### config.mk
export PLATFORM = sky130hd
export DESIGN_NAME = sample_tick_gen
export DESIGN_NICKNAME = d
export VERILOG_FILES = /design/src/rtl/sample_tick_gen.sv
export SDC_FILE = /design/constraint.sdc
export NUM_CORES = 1
export LEC_CHECK = 0
export CAP_MARGIN = 25
export CORE_UTILIZATION = 45
export DETAILED_ROUTE_END_ITERATION = 10
export MAX_ROUTING_LAYER = met4
export PLACE_DENSITY_LB_ADDON = 0.08
export SYNTH_ARGS = -nofsm -noshare
export SYNTH_HDL_FRONTEND = slang
export SYNTH_SLANG_ARGS = --single-unit
### constraint.sdc
create_clock -name Clk_50MHz -period 4.4 [get_ports Clk_50MHz]
set_input_delay 1.1 -clock Clk_50MHz [delete_from_list [all_inputs] [get_ports Clk_50MHz]]
set_output_delay 1.1 -clock Clk_50MHz [all_outputs]
set_load 0.02 [all_outputs]
### src/rtl/sample_tick_gen.sv
// sample_tick_gen
// Multi-channel programmable strobe / slow-clock generator. Each channel
// counts Clk_50MHz cycles up to its divider and emits a one-cycle tick plus
// a 50%-duty square wave. Divider writes to a running channel are held
// until the end of the current period, so output periods never glitch.
module sample_tick_gen #(
  parameter int NUM_CH      = 4,
  parameter int CNT_W       = 24,
  parameter int DEFAULT_DIV = 625000
) (
  input  logic              Clk_50MHz,
  input  logic              Reset_N,
  input  logic [NUM_CH-1:0] ch_en,
  input  logic              sync_restart,
  input  logic              cfg_we,
  input  logic [2:0]        cfg_ch,
  input  logic [CNT_W-1:0]  cfg_div,
  output logic [NUM_CH-1:0] tick,
  output logic [NUM_CH-1:0] sq_clk,
  output logic [NUM_CH-1:0] div_pending
);

  localparam logic [CNT_W-1:0] DIV_RST = CNT_W'(DEFAULT_DIV);
  localparam logic [CNT_W-1:0] ONE     = CNT_W'(1);

  logic [CNT_W-1:0]  cnt      [NUM_CH];
  logic [CNT_W-1:0]  act_div  [NUM_CH];
  logic [CNT_W-1:0]  pend_div [NUM_CH];
  logic [CNT_W-1:0]  eff_div  [NUM_CH];
  logic [NUM_CH-1:0] term;
  logic [NUM_CH-1:0] cfg_hit;
  logic [NUM_CH-1:0] commit;
  logic [NUM_CH-1:0] tick_nxt;

  // Per-channel effective divider, terminal-cycle and config-select decode.
  always_comb begin
    // NOTE: every always_comb output gets a default before any conditional
    // assignment, otherwise synthesis infers a latch to hold the old value.
    term     = '0;
    cfg_hit  = '0;
    commit   = '0;
    tick_nxt = '0;
    for (int i = 0; i < NUM_CH; i++) begin
      eff_div[i] = act_div[i];
      if (act_div[i] == '0) begin
        eff_div[i] = ONE;
      end
      term[i]     = ch_en[i] && (cnt[i] == eff_div[i] - ONE);
      // Out-of-range cfg_ch never matches any channel, so the write is dropped.
      cfg_hit[i]  = cfg_we && (cfg_ch == 3'(i));
      // Points where the counter is at 0 afterwards, so a new divider can
      // take effect without shortening or stretching a period.
      commit[i]   = sync_restart || !ch_en[i] || term[i];
      tick_nxt[i] = term[i] && !sync_restart;
    end
  end

  // Channel counters, divider staging and registered outputs.
  // NOTE: sequential state uses non-blocking assignments so every register
  // samples the pre-edge values of its neighbours, independent of code order.
  always_ff @(posedge Clk_50MHz or negedge Reset_N) begin
    if (!Reset_N) begin
      // NOTE: the per-channel arrays are a handful of flops rather than a RAM,
      // so they are reset explicitly; the divider must come up at its default.
      for (int i = 0; i < NUM_CH; i++) begin
        cnt[i]      <= '0;
        act_div[i]  <= DIV_RST;
        pend_div[i] <= DIV_RST;
      end
      tick        <= '0;
      sq_clk      <= '0;
      div_pending <= '0;
    end else begin
      for (int i = 0; i < NUM_CH; i++) begin
        if (commit[i]) begin
          cnt[i]         <= '0;
          div_pending[i] <= 1'b0;
          tick[i]        <= tick_nxt[i];
          // Restart or disable forces the square wave low; a plain terminal
          // cycle toggles it.
          sq_clk[i]      <= tick_nxt[i] ? ~sq_clk[i] : 1'b0;
          if (cfg_hit[i]) begin
            act_div[i]  <= cfg_div;
            pend_div[i] <= cfg_div;
          end else begin
            // pend_div mirrors act_div whenever nothing is pending.
            act_div[i]  <= pend_div[i];
          end
        end else begin
          cnt[i]  <= cnt[i] + ONE;
          tick[i] <= 1'b0;
          if (cfg_hit[i]) begin
            pend_div[i]    <= cfg_div;
            div_pending[i] <= 1'b1;
          end
        end
      end
    end
  end

endmodule

==> results of run 1 <==
## synthesized netlist by cell type, types with 5 or more instances
| cell | instances | area (µm²) |
|---|---|---|
| dfrtp_1 | 236 | 5910 |
| mux2_2 | 135 | 1520 |
| xnor2_1 | 111 | 972 |
| nor2_1 | 107 | 402 |
| xor2_1 | 94 | 823 |
| dfstp_2 | 64 | 1680 |
| nand3_1 | 64 | 320 |
| nand2_1 | 60 | 225 |
| nor3_1 | 60 | 300 |
| mux2_1 | 42 | 473 |
| nand4_1 | 41 | 257 |
| clkbuf_1 | 35 | 131 |
| and2_1 | 27 | 169 |
| and3_1 | 27 | 169 |
| inv_1 | 26 | 97.6 |
| nor4_1 | 25 | 156 |
| mux2_4 | 20 | 300 |
| nor2b_1 | 19 | 119 |
| a21oi_1 | 18 | 90.1 |
| o21ai_0 | 16 | 80.1 |
| a31oi_1 | 15 | 93.8 |
| mux2i_1 | 14 | 140 |
| or4_1 | 12 | 90.1 |
| and4_1 | 11 | 96.3 |
| nor3b_1 | 11 | 82.6 |
| buf_2 | 8 | 40.0 |
| ha_1 | 8 | 100 |
| nand2b_1 | 8 | 50.1 |
| buf_4 | 7 | 52.6 |
| nand3b_1 | 7 | 52.6 |
| nor4b_1 | 7 | 61.3 |
| or3_1 | 7 | 43.8 |
| a22oi_1 | 6 | 45.0 |
| o2111ai_1 | 6 | 52.6 |
| a211oi_1 | 5 | 37.5 |
## cell families (layout without fill, tap and decap cells)
logic type                 Yosys count  count (layout)  synth area share
adders and majority gates            8               8           0.00622
AOI/OAI and AO/OA                  115             115            0.0525
muxes                              212             212             0.153
buffers and inverters               83             256            0.0235
and+or+nand+nor                    526             526             0.182
DFF                                300             300             0.472
xor gates and xnor gates           205             205             0.112
## what timing repair did
action | CTS | global route
endpoints found under the setup margin | 48 | 86
buffers inserted | 4 | 5
resized for setup | 12 | 18
pin swaps | 7 | 5
gates cloned | 2 | 1
## layer usage
| layer | track usage | up-vias | wire length [µm] |
|---|---|---|---|
| met5 | - | - | 0 |
| li1 | - | 5492 | - |
| met3 | 0.0334 | 67 | 1550 |
| met1 | 0.318 | 5789 | 19100 |
| met2 | 0.368 | 212 | 18700 |
| met4 | 0.0723 | 0 | 954 |
## worst min path at each step
stage | end | start | depth (start not counted)
floorplan | pend_div[22] | pend_div[22] | 1
global route | pend_div[4] | pend_div[4] | 1
detailed placement | pend_div[1] | pend_div[1] | 1
finish | pend_div[52] | pend_div[52] | 1
CTS | pend_div[90] | pend_div[90] | 1
global placement | pend_div[90] | pend_div[90] | 1
## sequential cells by signal, summed over array words and instances (netlist names)
| name | flops |
|---|---|
| tick | 4 |
| div_pending | 4 |
| act_div | 96 |
| cnt | 96 |
| sq_clk | 4 |
| pend_div | 96 |
## worst max-delay path, cell delays in order (launching register included)
cell      delay (ps)
dfrtp_1          380
nor4_2           260
buf_4            150
nand4_1          170
nor2_4           180
a31oi_4          120
ha_4             190
o21ba_1          180
a221oi_2         280
a41oi_2           80
or2b_1           260
or4b_4           520
or4_4            450
o41ai_4          260
buf_4            220
buf_16           150
mux2_4           290
## power by group through the flow
stage          Clock, W  Combinational (W)  Sequential [W]
2_1_floorplan         0            0.00129         0.00359
3_3_place_gp          0            0.00200         0.00364
3_5_place_dp          0            0.00202         0.00365
4_1_cts         0.00305            0.00206         0.00361
5_1_grt         0.00316            0.00231         0.00367
6_report        0.00297            0.00211         0.00361
## layout by cell type (no fill, tap or decap), drive strengths merged, types with 5 or more instances in the layout
master | synthesis | layout
nor4b | 8 | 8
dfstp | 64 | 64
or3b | 5 | 5
mux2 | 197 | 197
and2 | 27 | 27
nand2 | 60 | 60
and4 | 11 | 11
and3 | 27 | 27
nor3b | 12 | 12
nand4 | 41 | 41
nor3 | 61 | 61
a31oi | 15 | 15
nor4 | 30 | 30
ha | 8 | 8
o41ai | 5 | 5
a211oi | 6 | 6
nand3 | 64 | 64
nor2b | 19 | 19
buf | 22 | 121
clkdlybuf4s50 | 0 | 45
o2111ai | 6 | 6
a22oi | 6 | 6
nand2b | 8 | 8
or4 | 14 | 14
xor2 | 94 | 94
or3 | 7 | 7
inv | 26 | 26
nor2 | 107 | 107
xnor2 | 111 | 111
clkbuf | 35 | 56
o21ai | 19 | 19
a21oi | 19 | 19
mux2i | 14 | 14
dfrtp | 236 | 236
nand3b | 7 | 7
## metrics by stage
stage	cells	total power, W	hold slack, ps
2_1_floorplan	1449	0.00488	466
3_3_place_gp	2002	0.00564	476
3_5_place_dp	2002	0.00568	481
4_1_cts	2071	0.00872	495
5_1_grt	2077	0.00913	503
6_report	2077	0.00868	490
## area by class of cell
cell class,count,area [µm²]
Sequential cell,300,7590
Timing Repair Buffer,167,1550
Tap cell,455,569
Inverter,26,97.6
Fill cell,3130,15600
Clock buffer,55,1050
Multi-Input combinational cell,1066,8280
Clock inverter,8,118
==> flow_metrics.tcl, run 1 <==
set metrics [dict create \
    num_antenna_cells 0 \
    synthCells 1449 \
    area.growth.synth_to_final_pct 19.7 \
    cts_made_buffers 35 \
    seq_power_share 0.415 \
    hold_buffers 0 \
    ios 47 \
    drt_iter0_markers 592 \
    rsz0062_at_grt "true" \
    intPower_w 0.00616 \
    dp_slack_ps -156 \
    cp-startpoint "act_div[42]" \
    cts_sinks 300 \
    async_flop_share 1.00 \
    die_area_um2 36500 \
    finalSetupViolations 0 \
    synth_edf_count 0 \
    drive_gt1_frac 0.271 \
    routed_wl_um 40300 \
    timing.rr.start "act_div[42]" \
    p_switching_w 0.00252 \
    combPwrFrac 0.243 \
    setup_slack_ps 129 \
    track_usage 0.236 \
    fin_nets 1639 \
    root_buffer "clkbuf_16" \
    max_cap_violations 0 \
    slew_headroom 0.465 \
    skew_ps 12.3 \
    synth_ff_type "dfrtp_1" \
    layout_min_cycle_time_ps 4270 \
    yosysWarnings 0 \
    regToRegEndpoint "act_div[25]" \
    dpl.hpwl_um 29000 \
    cp-end-kind "flop" \
    drc_errors 0 \
    insertion_delay_ps 540 \
    fp.coreArea_um2 34900 \
    syn_area_um2 16100 \
    switching_share 0.290 \
    power.share.clock 0.342 \
    clkTransAtPathRegs_ps 60 \
    cp_max_fo 7 \
    wire_per_inst_um 19.4 \
    slew_violations 0 \
    first_pass_iters 5 \
    clockBufferDepth 3 \
    die_x_um 191 \
    cts_tree "built" \
    syn_nets 1492 \
    grt_pass1_vias 11700 \
    start_util 0.461 \
    fin_tns_setup_ps 0 \
    antenna_found_initial 1 \
    utilization 0.552 \
    criticalPathCategory "flop to flop" \
    rows 68 \
    vias 11600 \
    postPlaceCellArea_um2 17800 \
    grt_first_pass_wirelength_um 65300 \
    ys_ff_latch 300 \
    regToRegSetupSlack_ps 130 \
    crit_end "act_div[25]" \
    crit_path_start_kind "flop" \
    reg2reg_depth 16 \
    tightest_slew_ps 803 \
    place.port_buffers 46 \
    fin_crit_sh 0.971 \
    gr-total-overflow 0 \
    power_leakage_nw 7.85 \
    yosys.cell_types.count 80 \
    hold_viol 0 \
    finalWeightedCongestion 0.890 \
    avgSynthCellArea_um2 11.1 \
    cts.htree.levels 2 \
    timing.fmax_mhz 234 \
    ir_worst_vdd_v 0.000315 \
    min-delay-path-class "flop to flop" \
    synth.yosys.seq_area_share 0.472 \
    antenna_left 0 \
    fin_area_um2 19300 \
    p_per_area_nw_per_um2 451 \
    viasPerCell 5.57 \
    crit_arrival_ps 4690 \
    fp.dieH_um 191 \
    outcome "completed" \
    grt_start_max_net_pins 103 \
    critPathRequiredTime_ps 4820 \
]
Note: power is estimated with default switching activity, not from simulation.
==> run 2: changes to the inputs <==
--- a/config.mk
+++ b/config.mk
@@ -10,6 +10,7 @@
 export DETAILED_ROUTE_END_ITERATION = 10
 export MAX_ROUTING_LAYER = met4
 export PLACE_DENSITY_LB_ADDON = 0.08
+export RECOVER_POWER = 50
 export SYNTH_ARGS = -nofsm -noshare
 export SYNTH_HDL_FRONTEND = slang
 export SYNTH_SLANG_ARGS = --single-unit
==> flow_metrics.tcl, run 2 (same netlist as run 1, synthesis figures left out) <==
set metrics [dict create \
    outcome "finished, violations left" \
    failed_checks "max-capacitance violations, max-slew violations" \
    critPathRequiredTime_ps 4820 \
    min-delay-path-class "flop to flop" \
    place.port_buffers 46 \
    skew_ps 12.4 \
    crit_path_start_kind "flop" \
    die_x_um 191 \
    cp-startpoint "act_div[42]" \
    hold_viol 0 \
    slew_headroom -0.678 \
    num-fill-cells 3138 \
    crit_family "simple AND/OR/NAND/NOR gates" \
    ir_worst_vdd_v 0.000314 \
    reg2reg_depth 16 \
    fin_hold_ws_ps 490 \
    first_pass_iters 5 \
    fin_cells 2077 \
    cts.htree.levels 2 \
    finalSetupViolations 0 \
    viasPerCell 5.56 \
    slew_violations 103 \
    p_per_area_nw_per_um2 452 \
    root_buffer "clkbuf_16" \
    timing.fmax_mhz 234 \
    slowest_stage "or4b_4" \
    regToRegSetupSlack_ps 120 \
    crit_buf_inv 3 \
    timing.rr.start "act_div[42]" \
    slowest_delay_ps 520 \
    track_usage 0.236 \
    drive_gt1_frac 0.270 \
    criticalPathCategory "flop to flop" \
    path_depth 16 \
    cp_max_fo 7 \
    dp.cells 2002 \
    tightest_slew_ps 2520 \
    drt_iter0_markers 558 \
    insertion_delay_ps 540 \
    rows 68 \
    wire_per_inst_um 19.4 \
    largestRegisters "act_div x96, cnt x96, pend_div x96" \
    utilization 0.550 \
    rsz0062_at_grt "true" \
    max_cap_violations 1 \
    start_util 0.461 \
    regToRegEndpoint "act_div[25]" \
    fin_nets 1639 \
    fin_area_um2 19200 \
    ios 47 \
    cts_made_buffers 35 \
    fp.dieH_um 191 \
    power_leakage_nw 7.83 \
    cpMostUsedCell "buf_4" \
    crit_arrival_ps 4700 \
    routed_wl_um 40400 \
    dpl.hpwl_um 29000 \
    crit_end "act_div[25]" \
    crit_chain "nor4_2 > buf_4 > nand4_1 > nor2_4 > a31oi_4 > ha_4 > o21ba_1 > a221oi_2 > a41oi_2 > or2b_1 > or4b_4 > or4_4 > o41ai_4 > buf_4 > buf_16 > mux2_4" \
    grt_first_pass_wirelength_um 65300 \
    drc_errors 0 \
    clockBufferDepth 3 \
    cp-end-kind "flop" \
    postPlaceCellArea_um2 17800 \
    antenna_found_initial 1 \
    layout_commonest_cell "dfrtp_1" \
    cts_tree "built" \
    area.growth.synth_to_final_pct 19.3 \
    cts_sinks 300 \
    ff_latch_area_um2 7590 \
    fp.coreArea_um2 34900 \
    final_cell_mix "dfrtp_1 (236), mux2_2 (134), xnor2_1 (110)" \
    hold_buffers 0 \
    die_area_um2 36500 \
    multi_input_area_um2 8280 \
    grt_pass1_vias 11700 \
    num_antenna_cells 0 \
    finalWeightedCongestion 0.890 \
    antenna_left 0 \
    clkTransAtPathRegs_ps 60 \
    vias 11500 \
    fin_crit_sh 0.973 \
    gr-total-overflow 0 \
    power_w 0.00868 \
    layout_min_cycle_time_ps 4280 \
    grt_start_max_net_pins 103 \
]
## run 2: changes by cell type in the layout (fill, tap and decap cells not counted), sizes merged
cell | previous run | this run
buf | 121 | 115
clkbuf | 56 | 62
## run 2: repair_timing
| action | in CTS | in global routing |
|---|---|---|
| buffers inserted | 4 | 5 |
| cloned | 2 | 1 |
| endpoints found under the setup margin | 48 | 86 |
| resized for setup | 12 | 18 |
| pin swaps | 7 | 5 |
## run 2: layer usage
| layer | share of wire | track usage | wire length [µm] |
|---|---|---|---|
| met1 | 0.47 | 0.318 | 19100 |
| met2 | 0.46 | 0.368 | 18700 |
| met3 | 0.039 | 0.0334 | 1590 |
| met4 | 0.024 | 0.0723 | 963 |
| met5 | 0 | - | 0 |
## run 2: final cells by class
type                    instances  area share
repair buffers                167      0.0774
multi-input cells            1066       0.431
clock buffers                  55      0.0549
flip-flops and latches        300       0.395
inverters                      26     0.00508
well taps                     455      0.0297
clock inverters                 8     0.00613
## run 2: power by group
| group | leakage [nW] | total, W | internal, W | switching [W] |
|---|---|---|---|---|
| clock | 0.571 | 0.00297 | 0.00182 | 0.00115 |
| sequential | 3.71 | 0.00361 | 0.00328 | 0.000324 |
| combinational | 3.54 | 0.00210 | 0.00105 | 0.00105 |
| total | 7.83 | 0.00868 | 0.00615 | 0.00252 |
## run 2: metrics by stage
step	setup slack (ps)	setup TNS [ps]
after floorplan	67.9	0
after global placement	19.8	0
after detailed placement	-156	-4590
after CTS	2.00	0
after global routing	-76.2	-1100
final	119	0
## run 2: worst min-delay path by stage
stage,cells after the start,to,startpoint
final,1,pend_div[52],pend_div[52]
after global routing,1,pend_div[4],pend_div[4]
after CTS,1,pend_div[90],pend_div[90]
after detailed placement,1,pend_div[1],pend_div[1]
after global placement,1,pend_div[90],pend_div[90]
after floorplan,1,pend_div[22],pend_div[22]
==> run 3: changes to the inputs <==
--- a/config.mk
+++ b/config.mk
@@ -8,9 +8,11 @@
 export CAP_MARGIN = 25
 export CORE_UTILIZATION = 45
 export DETAILED_ROUTE_END_ITERATION = 10
+export HOLD_SLACK_MARGIN = 0.12
 export MAX_ROUTING_LAYER = met4
 export PLACE_DENSITY_LB_ADDON = 0.08
 export RECOVER_POWER = 50
+export SETUP_SLACK_MARGIN = 0.1
 export SYNTH_ARGS = -nofsm -noshare
 export SYNTH_HDL_FRONTEND = slang
 export SYNTH_SLANG_ARGS = --single-unit
==> flow_metrics.tcl, run 3 (same netlist as run 1, synthesis figures left out) <==
set metrics [dict create \
    fp.dieH_um 191 \
    start_util 0.461 \
    critPathRequiredTime_ps 4790 \
    crit_arrival_ps 4790 \
    vias 11600 \
    clockBufferDepth 3 \
    insertion_delay_ps 510 \
    drive_gt1_frac 0.301 \
    layout_min_cycle_time_ps 4400 \
    timing.rr.start "act_div[45]" \
    die_area_um2 36500 \
    skew_ps 8.49 \
    regToRegEndpoint "act_div[42]" \
    slowest_delay_ps 480 \
    root_buffer "clkbuf_16" \
    tightest_slew_ps 2610 \
    regToRegSetupSlack_ps 3 \
    cts_made_buffers 35 \
    place.port_buffers 46 \
    antenna_found_initial 1 \
    track_usage 0.235 \
    final_cell_mix "dfrtp_1 (236), mux2_2 (133), xnor2_1 (109)" \
    gr-total-overflow 0 \
    ios 47 \
    p_per_area_nw_per_um2 452 \
    power_leakage_nw 8.00 \
    cpMostUsedCell "buf_6" \
    postPlaceCellArea_um2 17700 \
    clkTransAtPathRegs_ps 60 \
    grt_pass1_vias 11900 \
    utilization 0.565 \
    timing.fmax_mhz 227 \
    layout_commonest_cell "dfrtp_1" \
    criticalPathCategory "flop to flop" \
    slew_violations 104 \
    viasPerCell 5.54 \
    cts_sinks 300 \
    failed_checks "max-capacitance violations, max-slew violations" \
    cp-end-kind "flop" \
    cp_max_fo 4 \
    finalSetupViolations 0 \
    wire_per_inst_um 19.6 \
    min-delay-path-class "flop to flop" \
    reg2reg_depth 17 \
    hold_path_depth 1 \
    multi_input_area_um2 8500 \
    finalWeightedCongestion 0.874 \
    fin_hold_ws_ps 492 \
    cts.htree.levels 2 \
    slowest_stage "or4b_1" \
    area.growth.synth_to_final_pct 22.6 \
    dp.cells 1991 \
    drt_iter0_markers 573 \
    rows 68 \
    crit_buf_inv 4 \
    ir_worst_vdd_v 0.000324 \
    grt_start_max_net_pins 104 \
    fp.coreArea_um2 34900 \
    crit_family "simple AND/OR/NAND/NOR gates" \
    crit_chain "nor4_4 > nand4_1 > nor2_2 > a31oi_2 > ha_2 > buf_6 > xnor2_4 > a221oi_4 > a41oi_2 > buf_4 > or2b_1 > or4b_1 > or4_4 > o41ai_4 > buf_6 > clkbuf_16 > mux2_4" \
    grt_first_pass_wirelength_um 65500 \
    routed_wl_um 41100 \
    min_from "pend_div[62]" \
    rsz0062_at_grt "true" \
    antenna_left 0 \
    max_cap_violations 1 \
    num-fill-cells 3022 \
    cts_tree "built" \
    ff_latch_area_um2 7590 \
    fin_cells 2099 \
    drc_errors 0 \
    crit_path_start_kind "flop" \
    dpl.hpwl_um 28500 \
    hold_viol 0 \
    fin_area_um2 19700 \
    largestRegisters "act_div x96, cnt x96, pend_div x96" \
    slew_headroom -0.742 \
    outcome "finished, violations left" \
    first_pass_iters 4 \
    fin_crit_sh 0.999 \
    hold_end "pend_div[62]" \
    fin_nets 1660 \
    die_x_um 191 \
]
## run 3: repair_timing
action,CTS,global route
pin swaps,13,28
hold buffers,0,0
buffers inserted,34,6
resized for setup,23,70
gates cloned,3,4
endpoints found under the setup margin,49,191
## run 3: through the flow
stage	power [W]	setup TNS, ps	worst slack [ps]
after CTS	0.00887	0	99.5
after global routing	0.00936	-2940	-133
after detailed placement	0.00562	-2840	-117
after floorplan	0.00488	0	101
after global placement	0.00558	-288	-18.4
final	0.00891	0	3.09
## run 3: worst reg2reg max path: cells and delay by family (launching register included)
| family | cells | cell delay (ps) |
|---|---|---|
| and+or+nand+nor | 6 | 1780 |
| AOI/OAI and AO/OA | 4 | 740 |
| DFF | 1 | 400 |
| muxes | 1 | 300 |
| buffers and inverters | 4 | 710 |
| xor gates and xnor gates | 1 | 120 |
| adders and majority gates | 1 | 230 |
## run 3: routing by layer
layer | share of wire | track usage | vias up | routed length (µm)
met2 | 0.47 | 0.369 | 223 | 19200
li1 | - | - | 5551 | -
met3 | 0.044 | 0.0378 | 58 | 1820
met5 | 0 | - | - | 0
met4 | 0.020 | 0.0607 | 0 | 816
met1 | 0.47 | 0.317 | 5799 | 19200
## run 3: power by group
group,internal [W],switching (W)
logic,0.00115,0.00108
registers,0.00328,0.000360
clock network,0.00189,0.00114
## run 3: area by class of cell
cell class,count,share of cell area
multi-input cells,1066,0.431
repair buffers,188,0.0889
clock inverters,13,0.00875
well taps,455,0.0289
flip-flops and latches,300,0.385
clock buffers,50,0.0530
inverters,26,0.00495
diodes,1,0.000127
## run 3: how the worst max path moves through the flow
stage	from	end	slack, ps	depth (start not counted)
global route	act_div[45]	act_div[42]	-130	17
finish	act_div[45]	act_div[42]	3	17
floorplan	act_div[31]	act_div[24]	100	15
global placement	act_div[42]	cnt[39]	-20	15
CTS	act_div[45]	act_div[34]	100	17
detailed placement	act_div[42]	cnt[38]	-120	15
